**src/rtl/hazard_forward_ctrl_pkg.sv**
```systemverilog
// Shared RISC-V core definitions used by the hazard/forwarding controller.
//   REG_AW  : register address width (x0..x31)
//   FWD_*   : select encodings for the 3:1 operand muxes ahead of the ALU
//             (i1 = register file, i2 = Result_W, i3 = ALUResult_M)
package riscv_pkg;
    localparam int         REG_AW = 5;
    localparam logic [1:0] FWD_RF = 2'b00;
    localparam logic [1:0] FWD_W  = 2'b01;
    localparam logic [1:0] FWD_M  = 2'b10;
endpackage

```
**src/rtl/hazard_forward_ctrl_if.sv**
```systemverilog
// Bundle between the pipeline datapath and the hazard/forwarding controller.
//   D-stage fields : rs1_d, rs2_d, rd_d, regwrite_d, load_d
//   EX-stage input : pcsrc_e (branch/jump taken)
//   Controls       : forward_a_e, forward_b_e, stall_f, stall_d, flush_d, flush_e
//   Status         : stall_cnt (saturating load-use stall count)
// master = datapath side, slave = controller side.
interface hazard_forward_ctrl_if #(
    parameter int REG_AW = 5,
    parameter int CNT_W  = 16
);
    logic [REG_AW-1:0] rs1_d;
    logic [REG_AW-1:0] rs2_d;
    logic [REG_AW-1:0] rd_d;
    logic              regwrite_d;
    logic              load_d;
    logic              pcsrc_e;
    logic [1:0]        forward_a_e;
    logic [1:0]        forward_b_e;
    logic              stall_f;
    logic              stall_d;
    logic              flush_d;
    logic              flush_e;
    logic [CNT_W-1:0]  stall_cnt;

    modport master (
        output rs1_d, rs2_d, rd_d, regwrite_d, load_d, pcsrc_e,
        input  forward_a_e, forward_b_e, stall_f, stall_d, flush_d, flush_e, stall_cnt
    );

    modport slave (
        input  rs1_d, rs2_d, rd_d, regwrite_d, load_d, pcsrc_e,
        output forward_a_e, forward_b_e, stall_f, stall_d, flush_d, flush_e, stall_cnt
    );
endinterface

```
**src/rtl/hazard_forward_ctrl_fwd_sel.sv**
```systemverilog
// Forwarding select for one ALU operand.
//   rs          : source register of the instruction in EX
//   rd_m/_w     : destination tags of the instructions in MEM / WB
//   regwrite_m/_w : those instructions write their rd
//   sel         : FWD_M when MEM holds the value, else FWD_W, else FWD_RF
// MEM is checked first because it holds the youngest value; x0 is never forwarded.
module fwd_sel
    import riscv_pkg::*;
#(
    parameter int REG_AW = 5
) (
    input  logic [REG_AW-1:0] rs,
    input  logic [REG_AW-1:0] rd_m,
    input  logic              regwrite_m,
    input  logic [REG_AW-1:0] rd_w,
    input  logic              regwrite_w,
    output logic [1:0]        sel
);
    always_comb begin
        sel = FWD_RF;
        if (regwrite_m && (rd_m != '0) && (rd_m == rs)) begin
            sel = FWD_M;
        end else if (regwrite_w && (rd_w != '0) && (rd_w == rs)) begin
            sel = FWD_W;
        end
    end
endmodule

```
**src/rtl/hazard_forward_ctrl.sv**
```systemverilog
// Hazard/forwarding controller for the 5-stage core.
//   clk, rst : rising-edge clock, synchronous active-high reset
//   bus      : slave side of hazard_forward_ctrl_if (D-stage fields and
//              pcsrc_e in; operand selects, stall/flush controls and the
//              load-use stall counter out)
// Keeps a private E/M/W copy of register tags so only decode fields and the
// branch-taken flag are needed from the datapath.
module hazard_forward_ctrl
    import riscv_pkg::*;
#(
    parameter int REG_AW = 5,
    parameter int CNT_W  = 16
) (
    input  logic                 clk,
    input  logic                 rst,
    hazard_forward_ctrl_if.slave bus
);
    // Tag pipeline
    logic [REG_AW-1:0] rs1EReg, rs2EReg, rdEReg, rdMReg, rdWReg;
    logic              regWriteEReg, loadEReg, regWriteMReg, regWriteWReg;
    logic [CNT_W-1:0]  stallCntReg;

    logic              lwStall;
    logic [REG_AW-1:0] rsE  [2];
    logic [1:0]        fwdSel [2];

    assign rsE[0] = rs1EReg;
    assign rsE[1] = rs2EReg;

    generate
        for (genvar gi = 0; gi < 2; gi++) begin : gen_fwd
            fwd_sel #(.REG_AW(REG_AW)) u_fwd_sel (
                .rs         (rsE[gi]),
                .rd_m       (rdMReg),
                .regwrite_m (regWriteMReg),
                .rd_w       (rdWReg),
                .regwrite_w (regWriteWReg),
                .sel        (fwdSel[gi])
            );
        end
    endgenerate

    assign bus.forward_a_e = fwdSel[0];
    assign bus.forward_b_e = fwdSel[1];

    // A load in EX whose result the D instruction needs cannot be forwarded in
    // time; one bubble moves the load to MEM so the value arrives via WB.
    assign lwStall = loadEReg && (rdEReg != '0) &&
                     ((rdEReg == bus.rs1_d) || (rdEReg == bus.rs2_d));

    // A taken branch kills both younger instructions; stalling would be pointless.
    assign bus.stall_f   = lwStall && !bus.pcsrc_e;
    assign bus.stall_d   = lwStall && !bus.pcsrc_e;
    assign bus.flush_d   = bus.pcsrc_e;
    assign bus.flush_e   = bus.pcsrc_e || lwStall;
    assign bus.stall_cnt = stallCntReg;

    always_ff @(posedge clk) begin
        if (rst) begin
            rs1EReg      <= '0;
            rs2EReg      <= '0;
            rdEReg       <= '0;
            regWriteEReg <= 1'b0;
            loadEReg     <= 1'b0;
            rdMReg       <= '0;
            regWriteMReg <= 1'b0;
            rdWReg       <= '0;
            regWriteWReg <= 1'b0;
            stallCntReg  <= '0;
        end else begin
            rdWReg       <= rdMReg;
            regWriteWReg <= regWriteMReg;
            rdMReg       <= rdEReg;
            regWriteMReg <= regWriteEReg;
            if (bus.flush_e) begin
                rs1EReg      <= '0;
                rs2EReg      <= '0;
                rdEReg       <= '0;
                regWriteEReg <= 1'b0;
                loadEReg     <= 1'b0;
            end else begin
                rs1EReg      <= bus.rs1_d;
                rs2EReg      <= bus.rs2_d;
                rdEReg       <= bus.rd_d;
                regWriteEReg <= bus.regwrite_d;
                loadEReg     <= bus.load_d;
            end
            if (lwStall && !bus.pcsrc_e && (stallCntReg != '1)) begin
                stallCntReg <= stallCntReg + CNT_W'(1);
            end
        end
    end
endmodule

```
**src/flat_wrapper.sv**
```systemverilog
// flat-port wrapper written by rule: the top's interface ports become plain ports
module hazard_forward_ctrl_flat import riscv_pkg::*;
#(
    parameter int REG_AW = 5,
    parameter int CNT_W  = 16
)
  (clk, rst, bus_rs1_d, bus_rs2_d, bus_rd_d, bus_regwrite_d, bus_load_d, bus_pcsrc_e, bus_forward_a_e, bus_forward_b_e, bus_stall_f, bus_stall_d, bus_flush_d, bus_flush_e, bus_stall_cnt);
  hazard_forward_ctrl_if #(.REG_AW(REG_AW), .CNT_W(CNT_W)) bus_i ();
  input  logic clk;
  input  logic rst;
  input wire logic [$bits(bus_i.rs1_d)-1:0] bus_rs1_d;
  input wire logic [$bits(bus_i.rs2_d)-1:0] bus_rs2_d;
  input wire logic [$bits(bus_i.rd_d)-1:0] bus_rd_d;
  input wire logic [$bits(bus_i.regwrite_d)-1:0] bus_regwrite_d;
  input wire logic [$bits(bus_i.load_d)-1:0] bus_load_d;
  input wire logic [$bits(bus_i.pcsrc_e)-1:0] bus_pcsrc_e;
  output wire logic [$bits(bus_i.forward_a_e)-1:0] bus_forward_a_e;
  output wire logic [$bits(bus_i.forward_b_e)-1:0] bus_forward_b_e;
  output wire logic [$bits(bus_i.stall_f)-1:0] bus_stall_f;
  output wire logic [$bits(bus_i.stall_d)-1:0] bus_stall_d;
  output wire logic [$bits(bus_i.flush_d)-1:0] bus_flush_d;
  output wire logic [$bits(bus_i.flush_e)-1:0] bus_flush_e;
  output wire logic [$bits(bus_i.stall_cnt)-1:0] bus_stall_cnt;
  assign bus_i.rs1_d = bus_rs1_d;
  assign bus_i.rs2_d = bus_rs2_d;
  assign bus_i.rd_d = bus_rd_d;
  assign bus_i.regwrite_d = bus_regwrite_d;
  assign bus_i.load_d = bus_load_d;
  assign bus_i.pcsrc_e = bus_pcsrc_e;
  assign bus_forward_a_e = bus_i.forward_a_e;
  assign bus_forward_b_e = bus_i.forward_b_e;
  assign bus_stall_f = bus_i.stall_f;
  assign bus_stall_d = bus_i.stall_d;
  assign bus_flush_d = bus_i.flush_d;
  assign bus_flush_e = bus_i.flush_e;
  assign bus_stall_cnt = bus_i.stall_cnt;
  hazard_forward_ctrl #(.REG_AW(REG_AW), .CNT_W(CNT_W)) u_core (.clk(clk), .rst(rst), .bus(bus_i));
endmodule
```
**config.mk**
```make
export PLATFORM = sky130hd
export DESIGN_NAME = hazard_forward_ctrl_flat
export DESIGN_NICKNAME = d
export VERILOG_FILES = /design/src/rtl/hazard_forward_ctrl_pkg.sv /design/src/rtl/hazard_forward_ctrl_if.sv /design/src/rtl/hazard_forward_ctrl_fwd_sel.sv /design/src/rtl/hazard_forward_ctrl.sv /design/src/flat_wrapper.sv
export SDC_FILE = /design/constraint.sdc
export NUM_CORES = 1
export LEC_CHECK = 0
export BUFFER_PORTS_ARGS = -buffer_cell sky130_fd_sc_hd__buf_4
export CORE_MARGIN = 3
export CORE_UTILIZATION = 54
export DETAILED_ROUTE_END_ITERATION = 6
export PLACE_DENSITY = 0.84
export SYNTH_ARGS = -nofsm -noshare
export SYNTH_HDL_FRONTEND = slang
export SYNTH_SLANG_ARGS = --single-unit
export TNS_END_PERCENT = 10
```
**constraint.sdc**
```tcl
create_clock -name clk -period 2.4 [get_ports clk]
set_input_delay 0.12 -clock clk [delete_from_list [all_inputs] [get_ports clk]]
set_output_delay 0.12 -clock clk [all_outputs]
set_load 0.1 [all_outputs]
```
# ---- Yosys cells after proc, flatten, opt, wreduce, memory -nomap -nowiden
# Index checks and enable logic that the tools add are counted.
dict set report word_totals {
  elab_cells 39
  out_inout_bits 24
  reg_bits 45
  input_bits 20
}
dict set report classes {
  add_sub_neg 1
  n_eq_ne 7
  mux 4
  n_reduce_logical 17
}
# operator n
set ops {}
lappend ops {{equality test 5 bit} 6}
lappend ops {{adder 16 x 1 -> 16 bit, second input constant} 1}
lappend ops {{inequality test 16 bit, second input constant} 1}
lappend ops {{nonzero test 5 bit} 3}
lappend ops {{logical AND 1 bit} 10}
lappend ops {{2-to-1 mux 2 bit} 2}
lappend ops {{logical OR 1 bit} 2}
lappend ops {{2-to-1 mux 1 bit} 2}
lappend ops {{OR reduction 2 bit} 1}
lappend ops {{logical NOT 1 bit} 1}

# ---- Depth between registers and ports, before layout
# Gate-level depths: netlist of the first run.
dict set report logic_depth {
  ltp_word 5
  ltp_mapped 7
  ltp_nobuf 5
}

# ---- Hierarchy
# A second synthesis of the first run with hierarchy kept.
dict set report hier_totals {
  cells_unflattened 230
  area_unflattened_um2 2152.1
}
# mod n_inst seq_area_each_um2 area_each_um2 cells_each
set modules_own_cells {}
lappend modules_own_cells {hazard_forward_ctrl 1 900.9 1849.3 190}
lappend modules_own_cells {fwd_sel 2 0.0 151.4 20}

# ---- Worst setup path before layout of the first run
# No wires, ideal clock.
dict set report synth_path {
  path_type {flip-flop to output port}
  startpoint {register u_core.rdMReg[3]}
  endpoint {output bus_forward_a_e[0]}
  stages_incl_launch_ff 5
  path_slack_ns -3.309
  n_path_buf 0
  arrival_ns 5.589
  required_time_ns 2.280
  path_cell_list {dfxtp_1 or4_1 o21ai_0 nor4_1 nor4_1}
}
dict set report synth_via {
  elab_chain_cells 4
  word_cells_on_any_way 5
  classes_between {1 x eq/ne; 1 x mux; 3 x reduce/logical}
}
# element line_no
set synth_lines {}
lappend synth_lines {{from (decl)} hazard_forward_ctrl.sv:19} ;# logic [REG_AW-1:0] rs1EReg, rs2EReg, rdEReg, rdMReg, rdWReg;
lappend synth_lines {{from (signal assigned)} hazard_forward_ctrl.sv:73} ;# rdMReg <= rdEReg;
lappend synth_lines {{nonzero test 5 bit} hazard_forward_ctrl_fwd_sel.sv:21} ;# if (regwrite_m && (rd_m != '0) && (rd_m == rs)) begin
lappend synth_lines {{logical AND 1 bit} hazard_forward_ctrl_fwd_sel.sv:21}
lappend synth_lines {{logical AND 1 bit (*)} hazard_forward_ctrl_fwd_sel.sv:21}
lappend synth_lines {{2-to-1 mux 2 bit (*)} hazard_forward_ctrl_fwd_sel.sv:21}
lappend synth_lines {{to (decl)} flat_wrapper.sv:17} ;# output wire logic [$bits(bus_i.forward_a_e)-1:0] bus_forward_a_e;
# Mark *: on every way between the ends. The rest lies on a longest branch, timed or not.

# ---- Worst setup path after layout of the first run
dict set report layout_path {
  startpoint {register u_core.rdWReg[1]}
  endpoint {output bus_forward_b_e[0]}
}
dict set report layout_via {
  elab_chain_cells 5
  word_cells_on_any_way 6
  classes_between {1 x eq/ne; 2 x mux; 3 x reduce/logical}
}
# element line_no
set layout_lines {}
lappend layout_lines {{from (decl)} hazard_forward_ctrl.sv:19}
lappend layout_lines {{from (signal assigned)} hazard_forward_ctrl.sv:71} ;# rdWReg <= rdMReg;
lappend layout_lines {{nonzero test 5 bit} hazard_forward_ctrl_fwd_sel.sv:23} ;# end else if (regwrite_w && (rd_w != '0) && (rd_w == rs)) begin
lappend layout_lines {{logical AND 1 bit} hazard_forward_ctrl_fwd_sel.sv:23}
lappend layout_lines {{logical AND 1 bit (*)} hazard_forward_ctrl_fwd_sel.sv:23}
lappend layout_lines {{2-to-1 mux 1 bit (*)} hazard_forward_ctrl_fwd_sel.sv:23}
lappend layout_lines {{2-to-1 mux 2 bit (*)} hazard_forward_ctrl_fwd_sel.sv:21}
lappend layout_lines {{to (decl)} flat_wrapper.sv:18} ;# output wire logic [$bits(bus_i.forward_b_e)-1:0] bus_forward_b_e;
# Marked as above.

==> results of run 1 <==
[routing by layer]
| metal | vias to the layer above | wire, um | track usage | part of all wire |
|---|---|---|---|---|
| li1 | 858 | - | - | - |
| met1 | 768 | 2040 | 0.270 | 0.46 |
| met2 | 68 | 2010 | 0.294 | 0.46 |
| met3 | 4 | 315 | 0.0452 | 0.071 |
| met4 | 0 | 41 | 0.0521 | 0.0093 |
| met5 | - | 0 | 0 | 0 |
[power breakdown]
part | internal, mW | switching [mW]
Combinational | 0.0646 | 0.0798
Sequential | 0.762 | 0.0169
Clock | 0.338 | 0.252
Total | 1.17 | 0.349
[registers in the layout, summed over array words and instances, names as in the netlist]
signal and count:
u_core.bus.stall_cnt 16, u_core.rdWReg 5, u_core.rs2EReg 5, u_core.regWriteEReg 1, u_core.rs1EReg 5, u_core.loadEReg 1
u_core.rdEReg 5, u_core.regWriteWReg 1, u_core.rdMReg 5, u_core.regWriteMReg 1
[area by class of cell]
type,count,area (um2),share of cell area
Clock buffer,6,82.6,0.0308
Clock inverter,2,37.5,0.0140
Multi-Input combinational cell,168,1270,0.472
Sequential cell,45,905,0.337
Tap cell,48,60.1,0.0224
Timing Repair Buffer,44,330,0.123
[how the worst min path moves through the flow]
stage | start | endpoint | depth (start not counted)
2_1_floorplan | bus_load_d | u_core.loadEReg | 1
3_3_place_gp | bus_rd_d[2] | u_core.rdEReg[2] | 2
3_5_place_dp | bus_rd_d[3] | u_core.rdEReg[3] | 2
4_1_cts | bus_rd_d[3] | u_core.rdEReg[3] | 2
5_1_grt | bus_load_d | u_core.loadEReg | 2
6_report | bus_rd_d[3] | u_core.rdEReg[3] | 2
[cell families (layout without fill, tap and decap cells)]
logic type / Yosys count / count (layout) / synth area share
simple gates: 110 / 110 / 0.307
flops: 45 / 45 / 0.419
xor+xnor: 30 / 30 / 0.122
compound gates: 14 / 14 / 0.0489
mux: 13 / 13 / 0.0676
buf+inv: 11 / 52 / 0.0291
fa+ha+maj: 1 / 1 / 0.00582
[layout by cell type (no fill, tap or decap), types with 2 or more instances in the layout]
cell      Yosys  final
nand2_1       6      6
nor3_1        3      3
nand4_1       3      3
mux2_1        2      2
xor2_1       14     14
clkbuf_8      0      6
nand2b_1      2      2
xnor2_1      16     16
dfxtp_1      45     42
a21oi_1       3      3
dfxtp_2       0      3
nor4b_1       2      2
or4_1         7      6
nor2_1       14     13
and3_1        3      3
buf_4         3     44
nand3_1       8      8
nor4_1       14     10
nor4_4        0      4
mux2_2       10     10
nor2b_1      24     24
o31ai_1       2      2
and2_1       17     17
[through the flow]
step	total power [mW]	hold slack, ns	setup TNS, ns	std cells
global placement	0.938	0.321	0	305
global route	1.58	0.0107	0	313
CTS	1.52	0.0176	0	313
floorplan	0.896	0.242	-0.522	224
finish	1.51	0.0234	0	313
detailed placement	0.941	0.324	0	305
==> metrics list, run 1 <==
* Status: completed
- Total of buffers placed on input and output ports: between 40 and 50
- The initial antenna violation count is 0.
- Once layout is done, the placed cells without fillers occupy 2680 um2.
- Measured on the finished design, the core utilization comes to 0.717.
- Along the worst path, the maximum fanout reaches 3.
- Worst slew pin tran: 0.599 ns
* Total half-perimeter wirelength after legalization and detailed placement: 3320 um
* Number of instances resized during post-cts repair: 0
* Top flip-flop cell by instance count after synthesis: dfxtp_1
* Hold buffer count at CTS: 0
- Total wirelength of the detailed-routed design: 4410 um
- The worst setup path is launched from a flop.
- Setup violations remaining at the end of the flow were counted as 0.
* CP top delay family: simple AND/OR/NAND/NOR gates
- Worst setup path end: bus_forward_b_e[0]
* Crit path setup slack, layout: about 0.19 ns
- # Max-Cap Violations: 0
- At the placement stage, the worst setup path has a slack of around 0.3 ns.
- Crit path largest cell delay: 0.59 ns
- Total iterations of the first detailed-routing run: 4
- Final worst path period need: around 2.2 ns
- Entering global routing, the biggest net connects 43 pins.
- In the final routed layout, each cell accounts on average for approximately 14 um.
- Crit path required time: 2.28 ns
- Number of inserted diodes: 0
- Total track usage: 0.192
- Reg-to-reg critical path endpoint: u_core.bus.stall_cnt[2]
- Sort of element at the end of the critical path: primary output
- Remaining global-route overflow: 0
- The floorplan step set the die width to 69.1 um.
- Number of flip-flops and latches in the synthesized netlist: 45
- In the final layout, the share of cells above drive strength 1 is 0.294.
* Instance count on the critical path: 5
* Worst-case headroom to the max-slew limit: 0.601
- Vias in the first global route: between 1,000 and 1,500
- Via total after detailed routing: between 1,500 and 2,000
* CTS tree: done
- Clock tree synthesis selected as its root buffer the cell clkbuf_8.
- After filler insertion, the fill cell instance count of the layout stands at 296.
- The H-tree was split into 2 levels.
* Share of the yosys chip area belonging to registers: 0.419
- Leading cell type by number of instances after synthesis: dfxtp_1
- Post-route clock skew: 0.00702 ns
- Biggest area consumer among synthesized cells: dfxtp_1
- In this run the remaining antenna-violating nets after routing total 0.
- After clock tree synthesis, the clock-pin slew on the worst setup and hold paths is about 0.080 ns.
- Net count of the finished layout: 285
- In this run the critical register-to-register path is launched from u_core.rdEReg[1].
* Via density per instance: between 5 and 6
- Measured in cells, the most critical reg-to-reg path has a length of 5.
* Upper clock frequency limit: 0.452 GHz
* Worst Path Class, Setup: flop to primary output
- In the synthesized netlist, the number of instances is approximately 220.
- The area growth from synthesis to layout is 24.9%.
* Routability congestion estimate from global placement: a little over 0.8
- Final period util: 0.922
* Max IR drop VDD: 454 uV
- Leakage power: 1.10 nW
- Die height: about 69 um
- STA puts the critical path data arrival time at between 2 and 2.5 ns.
* Cell area after synthesis: about 2100 um2
* Number of violations reported at the end of detailed-routing iteration 0: 79
- Yosys synthesis warning count: 0
* Max-slew violation total from the final report: 0
* Bufs on Longest Clock Path: 2
* Post-CTS Setup Repair Bufs: 0
- Counting every net in the synthesized netlist gives roughly 250.
- For flop-to-flop paths, the worst setup slack is between 0.3 and 0.4 ns.
- In the routed design, unresolved DRC markers number 0.
- The first global-routing pass estimated ~7400 um of wire.
- The clock reaches the later pin of the worst-skew pair after 0.30 ns.
- Area of the placeable core: approximately 3700 um2
- For this run, asynchronously set or reset flops after synthesis account for 0.
- Yosys attributes the largest share of cell area to dfxtp_1 42%, nor2b_1 7.0%, xnor2_1 6.5%.
- Setup repair after global routing left no endpoint under its margin.
- Fraction of post-synthesis cell area in the top cell type by area: 0.419
- Hold WC Path Type: primary input to flop
- Counting both buffers and inverters, the worst setup path holds a total of 1.
* Inserted Clock Buffers: 5
* Cell repeated most along the worst path: or4_1
- Number of synthesized flops with an enable pin: 0
* Post-synthesis area per instance: roughly 9.6 um2
- In this run, distinct cell masters in the synthesized netlist total 40.
- Tracing the worst setup path back leads to its startpoint at u_core.rdWReg[1].
- In this run the power density over the cells is between 500 and 600 nW/um2.
- Walking the worst path, the cells encountered are or4_1 > o21ai_0 > or4_1 > nor4_4 > buf_4.
- The count of endpoints failing hold in the final timing report came to 0.
- Clock Sinks: 45
- Row generation in the floorplan step produced 22 rows.
- Die footprint: 4770 um2
* Slowest CP cell: or4_1
* Count of pins on the block boundary: 44
- Ranked by instance count, the synthesized netlist is headed by 45 x dfxtp_1, 24 x nor2b_1, 17 x and2_1, 16 x xnor2_1.
* Effective utilization at floorplan: 0.574
* Post-detailed-placement cell area: ~2600 um2
No activity file was read; power rests on OpenSTA's default activity.
==> run 2: changes to the inputs <==
--- a/config.mk
+++ b/config.mk
@@ -9,6 +9,7 @@
 export CORE_MARGIN = 3
 export CORE_UTILIZATION = 54
 export DETAILED_ROUTE_END_ITERATION = 6
+export HOLD_SLACK_MARGIN = 0.03
 export PLACE_DENSITY = 0.84
 export SYNTH_ARGS = -nofsm -noshare
 export SYNTH_HDL_FRONTEND = slang
==> run 2 against run 1 <==
  * Clock skew grew 0.0013 ns
  * Die area stayed put
  * Worst hold slack better by 0.012 ns
  * First-iteration DRC count is 13% higher
  * Critical path type unchanged
  * Largest cell class unchanged
==> metrics list, run 2 (synthesis gave the netlist of run 1 again) <==
* Status: completed (unchanged)
- Total half-perimeter wirelength after legalization and detailed placement: 3320 um (unchanged)
* Post-route clock skew: 0.00827 ns (was 0.00702 ns)
- Vias in the first global route: 1,535 (was 1,498)
* Maximum level of the CTS H-tree: 2 (unchanged)
- CTS tree: done (unchanged)
- The clock latency at the later pin of the worst-skew pair was 0.30 ns (about the same).
- Total instance count after detailed placement: 305 (unchanged)
* # Max-Cap Violations: 0 (unchanged)
* Number of instances resized during post-cts repair: 0 (unchanged)
- The number of buffers added by the clock tree synthesis step is 5 (unchanged).
- The kind of capture point of the worst setup path was a primary output (unchanged).
- The number of max-slew violations in the final report came to 0 (unchanged).
* Crit path largest cell delay: 0.59 ns (about the same)
- The area of the placeable core is 3740 um2 (unchanged).
- DRC violations left: 0 (unchanged)
* Routability congestion estimate from global placement: 0.818 (unchanged)
- Total iterations of the first detailed-routing run: 4 (unchanged)
- The fraction of the core area covered by cells at the end of the flow came to 0.730 (was 0.717).
- Most used cells in the layout excluding fill and tap cells: 44 x buf_4, 42 x dfxtp_1, 24 x nor2b_1 (unchanged).
- Number of inserted diodes: 0 (unchanged)
- Upper clock frequency limit: 0.452 GHz (about the same)
- Die footprint: 4770 um2 (unchanged)
- The sum of overflow across all layers after global routing came to 0 (unchanged).
- The switching part of the total is 0.231 (about the same).
* Final setup violation count: 0 (unchanged)
- Net count of the finished layout: 290 (was 285)
- The number of sinks driven by the clock tree was 45 (unchanged).
- The total wire length is 4460 um (was 4410 um).
- Critical path cell sequence: or4_1 > o21ai_0 > or4_1 > nor4_4 > buf_4 (unchanged).
* Total Neg Setup Slack: 0 ns (unchanged)
- The power share of the clock group came to 0.389 (was 0.390).
- Hold WC Path Type: primary input to flop (unchanged)
* RSZ-0062 raised after global routing: no (unchanged)
- The count of placed standard cells in the final layout, fillers left out came to 318 (was 313).
* Leakage power: 1.12 nW (was 1.10 nW)
* Via total after detailed routing: 1,707 (was 1,698)
- Wire per inst: 14.0 um (was 14.1 um)
- The flip-flop count of the largest register after layout is 16 (unchanged).
- The maximum fanout along the worst path is 3 (unchanged).
- The clock transition at the registers of the reported paths came to 0.08 ns (about the same).
- Count of pins on the block boundary: 44 (unchanged)
* PD cells: 557 nW/um2 (was 564 nW/um2)
- The pin count of the biggest net entering global routing is 43 (unchanged).
- The data arrival time at the worst-slack endpoint came to 2.09 ns (about the same).
- Die height: 69.1 um (unchanged)
- The tightest slew margin relative to the limit came to 0.596 (was 0.601).
* Switching power total: 0.351 mW (was 0.349 mW)
* Most frequent standard cell in the layout excluding fill and tap cells: buf_4 (unchanged)
- The area of all placed cells without fillers is 2730 um2 (was 2680 um2).
- The initial antenna violation count is 0 (unchanged).
* Root Buffer: clkbuf_8 (unchanged)
* Crit path required time: 2.28 ns (about the same)
* Final period util: 0.922 (about the same)
- The start-to-end type of the worst setup path was flop to primary output (unchanged).
- The power share of the combinational group came to 0.099 (was 0.095).
- The sequential fraction of design power was 0.512 (was 0.514).
- The buffer and inverter count on the worst path was 1 (unchanged).
- Internal Dissipation: 1.17 mW (about the same)
- The highest ir drop seen on vdd was 486 uV (was 454 uV).
- The instance area at placement came to 2560 um2 (unchanged).
- Wire length of the first global-routing pass: 7560 um (was 7400 um)
- The clock period minus worst slack was 2.21 ns (about the same).
* Startpoint kind of the worst setup timing path: flop (unchanged)
* Rows: 22 (unchanged)
- Effective utilization at floorplan: 0.574 (unchanged)
- CP top delay family: simple AND/OR/NAND/NOR gates (unchanged)
* Fraction of final layout cells sized beyond drive strength 1: 0.289 (was 0.294)
* Cell repeated most along the worst path: or4_1 (unchanged)
* Slowest CP cell: or4_1 (unchanged)
* Total of buffers placed on input and output ports: 43 (unchanged)
- Number of nets with antenna violations after routing: 0 (unchanged)
- The routed via count divided by cell count came to 5.37 (was 5.42).
* Total track usage: 0.196 (was 0.192)
- The count of endpoints failing hold in the final timing report is 0 (unchanged).
- The violation count after the first detailed-route iteration is 89 (was 79).
* Bufs on Longest Clock Path: 2 (unchanged)
* Overall die width: 69.1 um (unchanged)
- Worst slew pin tran: 0.605 ns (was 0.599 ns)
- Post-CTS Setup Repair Bufs: 0 (unchanged)
- The synthesis-to-finish area growth is 27.2% (was 24.9%).
run 2: worst register-to-register path, stage by stage, from the launching register on:
cell	delay [ns]
dfxtp_1	0.41
xnor2_1	0.15
nand3_1	0.11
o22a_1	0.44
nor4b_1	0.50
mux2_2	0.38
run 2: final timing paths:
kind | start | cells after the start | slack [ns] | to
min reg2reg | u_core.regWriteEReg | 1 | 0.45 | u_core.regWriteMReg
max | u_core.rdWReg[1] | 5 | 0.19 | bus_forward_b_e[0]
min | bus_regwrite_d | 2 | 0.04 | u_core.regWriteEReg
max reg2reg | u_core.rdEReg[1] | 5 | 0.31 | u_core.bus.stall_cnt[2]
run 2: layout make-up:
| cell class | instances | area (um2) |
|---|---|---|
| fill | 291 | 1010 |
| tap | 48 | 60.1 |
| clock buffer | 6 | 82.6 |
| clock inverter | 2 | 37.5 |
| multi-input combinational | 168 | 1270 |
| timing repair buffer | 49 | 380 |
| sequential | 45 | 905 |
run 2: what timing repair did:
item	in CTS	in global routing
setup endpoints to repair	0	0
endpoints found under the hold margin	5	0
hold buffers	5	0
run 2: through the flow:
stage	worst slack, ns	total power [mW]	hold slack (ns)
2_1_floorplan	-0.103	0.896	0.242
3_3_place_gp	0.366	0.938	0.321
3_5_place_dp	0.303	0.941	0.324
4_1_cts	0.165	1.53	0.0302
5_1_grt	0.0890	1.58	0.0378
6_report	0.188	1.52	0.0357
run 2: metal layers:
metal  wire length [um]  global-route usage
met5                  0                   0
met4                 41              0.0521
met3                279              0.0466
met1               2030               0.270
met2               2110               0.307
run 2: power groups by stage:
stage / Combinational (mW) / Sequential, mW / Clock, mW
6_report: 0.150 / 0.779 / 0.593
5_1_grt: 0.165 / 0.782 / 0.637
4_1_cts: 0.151 / 0.779 / 0.598
3_5_place_dp: 0.145 / 0.796 / 0
3_3_place_gp: 0.142 / 0.796 / 0
2_1_floorplan: 0.103 / 0.793 / 0
==> run 3: changes to the inputs <==
--- a/config.mk
+++ b/config.mk
@@ -5,6 +5,7 @@
 export SDC_FILE = /design/constraint.sdc
 export NUM_CORES = 1
 export LEC_CHECK = 0
+export ABC_AREA = 1
 export BUFFER_PORTS_ARGS = -buffer_cell sky130_fd_sc_hd__buf_4
 export CORE_MARGIN = 3
 export CORE_UTILIZATION = 54
==> run 3 against run 2 <==
  * Non-clock buffer count stayed put
  * First-iteration DRC count down 2.2%
  * Highest routed layer unchanged
  * Synthesized area grew 2.5%
  * Worst hold slack got worse by 0.0025 ns
  * Clock skew shrank 0.0032 ns
  * Clock power fell by 19%
  * Register-to-register slack gained 0.37 ns
  * Sequential cell count unchanged
  * Via count increased by 17%
  * Critical endpoint is now bus_stall_d
==> metrics list, run 3 <==
- Status: completed (unchanged)
- The global placer's final weighted congestion came to 0.823 (was 0.818).
* Maximum level of the CTS H-tree: 2 (unchanged)
* Critical Path AT: 1.96 ns (was 2.09 ns)
- The switching part of the total is 0.265 (was 0.231).
* Worst slew pin tran: 0.611 ns (was 0.605 ns)
- Via density per instance: 4.74 (was 5.37)
- Wire per inst: 11.2 um (was 14.0 um)
- Number of flip-flops and latches in the synthesized netlist: 45 (unchanged)
* Post-detailed-placement cell area: 2580 um2 (was 2560 um2)
* XOR/XNOR Fraction of Synth Area: 0.0915 (was 0.122)
- Final period util: 0.866 (was 0.922)
- Switching power total: 0.373 mW (was 0.351 mW)
- The clock skew after layout came to 0.00509 ns (was 0.00827 ns).
* Die footprint: 4880 um2 (was 4770 um2)
* Top cells by count, synth: 77 x nor2_1, 70 x nand2_1, 45 x dfxtp_1, 44 x inv_1, 14 x xnor2_1 (was 45 x dfxtp_1, 24 x nor2b_1, 17 x and2_1, 16 x xnor2_1)
* Total instance count after detailed placement: 408 (was 305)
- The static leakage was 1.31 nW (was 1.12 nW).
- Number of different library cells in the post-synthesis netlist: 21 (was 40)
- Startpoint kind of the worst setup timing path: flop (unchanged)
- Number of inserted diodes: 0 (unchanged)
* Die height: 69.9 um (was 69.1 um)
* Clock latency on the worst-skew pair: 0.31 ns (was 0.30 ns)
- Most used cells in the layout excluding fill and tap cells: 76 x nor2_1, 70 x nand2_1, 45 x dfxtp_1 (was 44 x buf_4, 42 x dfxtp_1, 24 x nor2b_1).
- Final hold violation count: 0 (unchanged)
* Hold WC Path Type: primary input to flop (unchanged)
- The average cell area after synthesis came to 6.84 um2 (was 9.59 um2).
- Clock share of power: 0.341 (was 0.389)
* Fin area: 2720 um2 (was 2730 um2)
* Yosys synthesis warning count: 0 (unchanged)
* Adder-cell share of the synthesized area: 0.00568 (was 0.00582)
- Number of instances resized during post-cts repair: 0 (unchanged)
* Proportion of power drawn by combinational gates: 0.106 (was 0.099)
* Upper clock frequency limit: 0.481 GHz (was 0.452 GHz)
* Total Neg Setup Slack: 0 ns (unchanged)
* Total iterations of the first detailed-routing run: 4 (unchanged)
- Number of synthesized flops with an enable pin: 0 (unchanged)
- The number of sinks driven by the clock tree came to 45 (unchanged).
- The number of nets at the end of the flow is 393 (was 290).
- The source of the worst hold timing path is bus_regwrite_d (unchanged).
* Final worst path period need: 2.08 ns (was 2.21 ns)
- Placement-stage worst setup slack: 0.687 ns (was 0.303 ns)
- RSZ-0062 raised after global routing: no (unchanged)
* Fraction of the mapped netlist area in simple logic gates: 0.372 (was 0.307)
* Max reg flops: 16 (unchanged)
- The highest ir drop seen on vdd is 451 uV (was 486 uV).
- Overall die width: 69.9 um (was 69.1 um)
* Post-synthesis mux area share: 0 (was 0.0676)
- The kind of capture point of the worst setup path is a primary output (unchanged).
* Top fanout value on the critical path: 11 (was 3)
- Internal Dissipation: 1.03 mW (was 1.17 mW)
- The data required time at the worst endpoint came to 2.28 ns (about the same).
- Top flip-flop cell by instance count after synthesis: dfxtp_1 (unchanged)
- Bufs on Longest Clock Path: 2 (unchanged)
* Inserted Clock Buffers: 5 (unchanged)
- Post-CTS clock slew at the launch and capture registers of the worst setup and hold paths: 0.08 ns (about the same)
* Count of placed standard cells in the final layout, fillers left out: 421 (was 318)
- The origin of the critical flop-to-flop path is u_core.bus.stall_cnt[1] (was u_core.rdEReg[1]).
* # Max-Cap Violations: 0 (unchanged)
- The fraction of the core area covered by cells at the end of the flow was 0.716 (was 0.730).
* Asr flop ratio synth: 0 (unchanged)
- Area of the placeable core: 3800 um2 (was 3740 um2)
- The total wire length came to 4730 um (was 4460 um).
- Count of mapped cells out of synthesis: 322 (was 224)
- The number of max-slew violations in the final report is 0 (unchanged).
- The total via count in the routed design is 1,995 (was 1,707).
- Filler cell count in the final layout: 321 (was 291)
- Largest net degree at the start of global routing: 18 (was 43)
- Final setup violation count: 0 (unchanged)
- The wire length of the first global-routing pass is 8250 um (was 7560 um).
- Total of buffers placed on input and output ports: 43 (unchanged)
- Crit path setup slack, layout: 0.321 ns (was 0.188 ns)
- Post-Syn Nets: 343 (was 245)
- The top-level port count was 44 (unchanged).
- Most frequent standard cell in the layout excluding fill and tap cells: nor2_1 (was buf_4)
- The synthesized-area fraction occupied by ao, oa, aoi and oai cells was 0.0182 (was 0.0489).
* Fraction of post-synthesis cell area in the top cell type by area: 0.409 (was 0.419)
- Leading cell types by total area after synthesis: dfxtp_1 41%, nor2_1 13%, nand2_1 12% (was dfxtp_1 42%, nor2b_1 7.0%, xnor2_1 6.5%)
* Vias in the first global route: 1,911 (was 1,535)
- Biggest area consumer among synthesized cells: dfxtp_1 (unchanged)
- The most frequently used cell type in the post-synthesis netlist is nor2_1 (was dfxtp_1).
- The CTS root buffer is clkbuf_8 (unchanged).
* Rows: 22 (unchanged)
- The HPWL reported at the end of detailed placement was 3660 um (was 3320 um).
* Overall power consumption: 1.41 mW (was 1.52 mW)
- The initial antenna violation count is 0 (unchanged).
- The post-route DRC violation count is 0 (unchanged).
* Layout overhead on the synthesized area: 23.6% (was 27.2%)
- Remaining global-route overflow: 0 (unchanged)
* Share of the yosys chip area belonging to registers: 0.409 (was 0.419)
- Number of violations reported at the end of detailed-routing iteration 0: 87 (was 89)
* Final-layout worst hold slack: 0.0332 ns (was 0.0357 ns)
* Crit path launch: u_core.rdEReg[0] (was u_core.rdWReg[1])
- Sequential fraction of design power: 0.553 (was 0.512)
* Effective utilization at floorplan: 0.580 (was 0.574)
- The post-CTS setup buffer count came to 0 (unchanged).
- Total track usage: 0.209 (was 0.196)
- Number of nets with antenna violations after routing: 0 (unchanged)
- Fraction of final layout cells sized beyond drive strength 1: 0.204 (was 0.289)
- Main combinational cell family by area after synthesis: simple AND/OR/NAND/NOR gates (unchanged)
- PD cells: 517 nW/um2 (was 557 nW/um2)
- Hold buffer count at CTS: 5 (unchanged)
- The clock tree from TritonCTS is done (unchanged).
- The combined area of all synthesized cells came to 2200 um2 (was 2150 um2).
- Worst Path Class, Setup: flop to primary output (unchanged)
- The tightest slew margin relative to the limit came to 0.588 (was 0.596).
==> run 3: final cells by class <==
type / count / area, um2 / area share
Multi-Input combinational cell: 221 / 1100 / 0.405
Timing Repair Buffer: 49 / 380 / 0.140
Inverter: 50 / 188 / 0.0690
Clock buffer: 5 / 68.8 / 0.0253
Tap cell: 48 / 60.1 / 0.0221
Clock inverter: 3 / 21.3 / 0.00782
Sequential cell: 45 / 901 / 0.331
==> run 3: worst max-delay path: stages (launching register included) <==
cell     delay, ns
dfxtp_1       0.41
inv_2         0.06
nand2_1       0.06
nand2_1       0.05
nor2_1        0.10
nand3_1       0.08
nand2_2       0.13
nand3_2       0.27
inv_2         0.17
buf_4         0.30
==> run 3: final timing paths <==
| path | cells past startpoint | end | slack, ns |
|---|---|---|---|
| min | 3 | u_core.regWriteEReg | 0.03 |
| max | 9 | bus_stall_d | 0.32 |
| min reg2reg | 2 | u_core.regWriteMReg | 0.41 |
| max reg2reg | 8 | u_core.bus.stall_cnt[1] | 0.68 |
==> run 3: routing by layer <==
layer  GRT usage  routed length [um]
met1       0.260                2130
met2       0.347                2250
met3      0.0561                 237
met4      0.0723                 108
met5           0                   0
==> run 3: logic make-up after synthesis <==
| group | Yosys count |
|---|---|
| AOI/OAI and AO/OA | 8 |
| xor gates and xnor gates | 23 |
| adders and majority gates | 1 |
| buffers and inverters | 56 |
| DFF | 45 |
| and+or+nand+nor | 189 |
==> run 3: power groups by stage <==
stage                     Clock [mW]  Combinational (mW)  Sequential [mW]
after floorplan                    0              0.0969            0.793
after global placement             0               0.140            0.794
after detailed placement           0               0.143            0.795
after CTS                      0.486               0.150            0.777
after global routing           0.520               0.166            0.779
final                          0.480               0.149            0.777
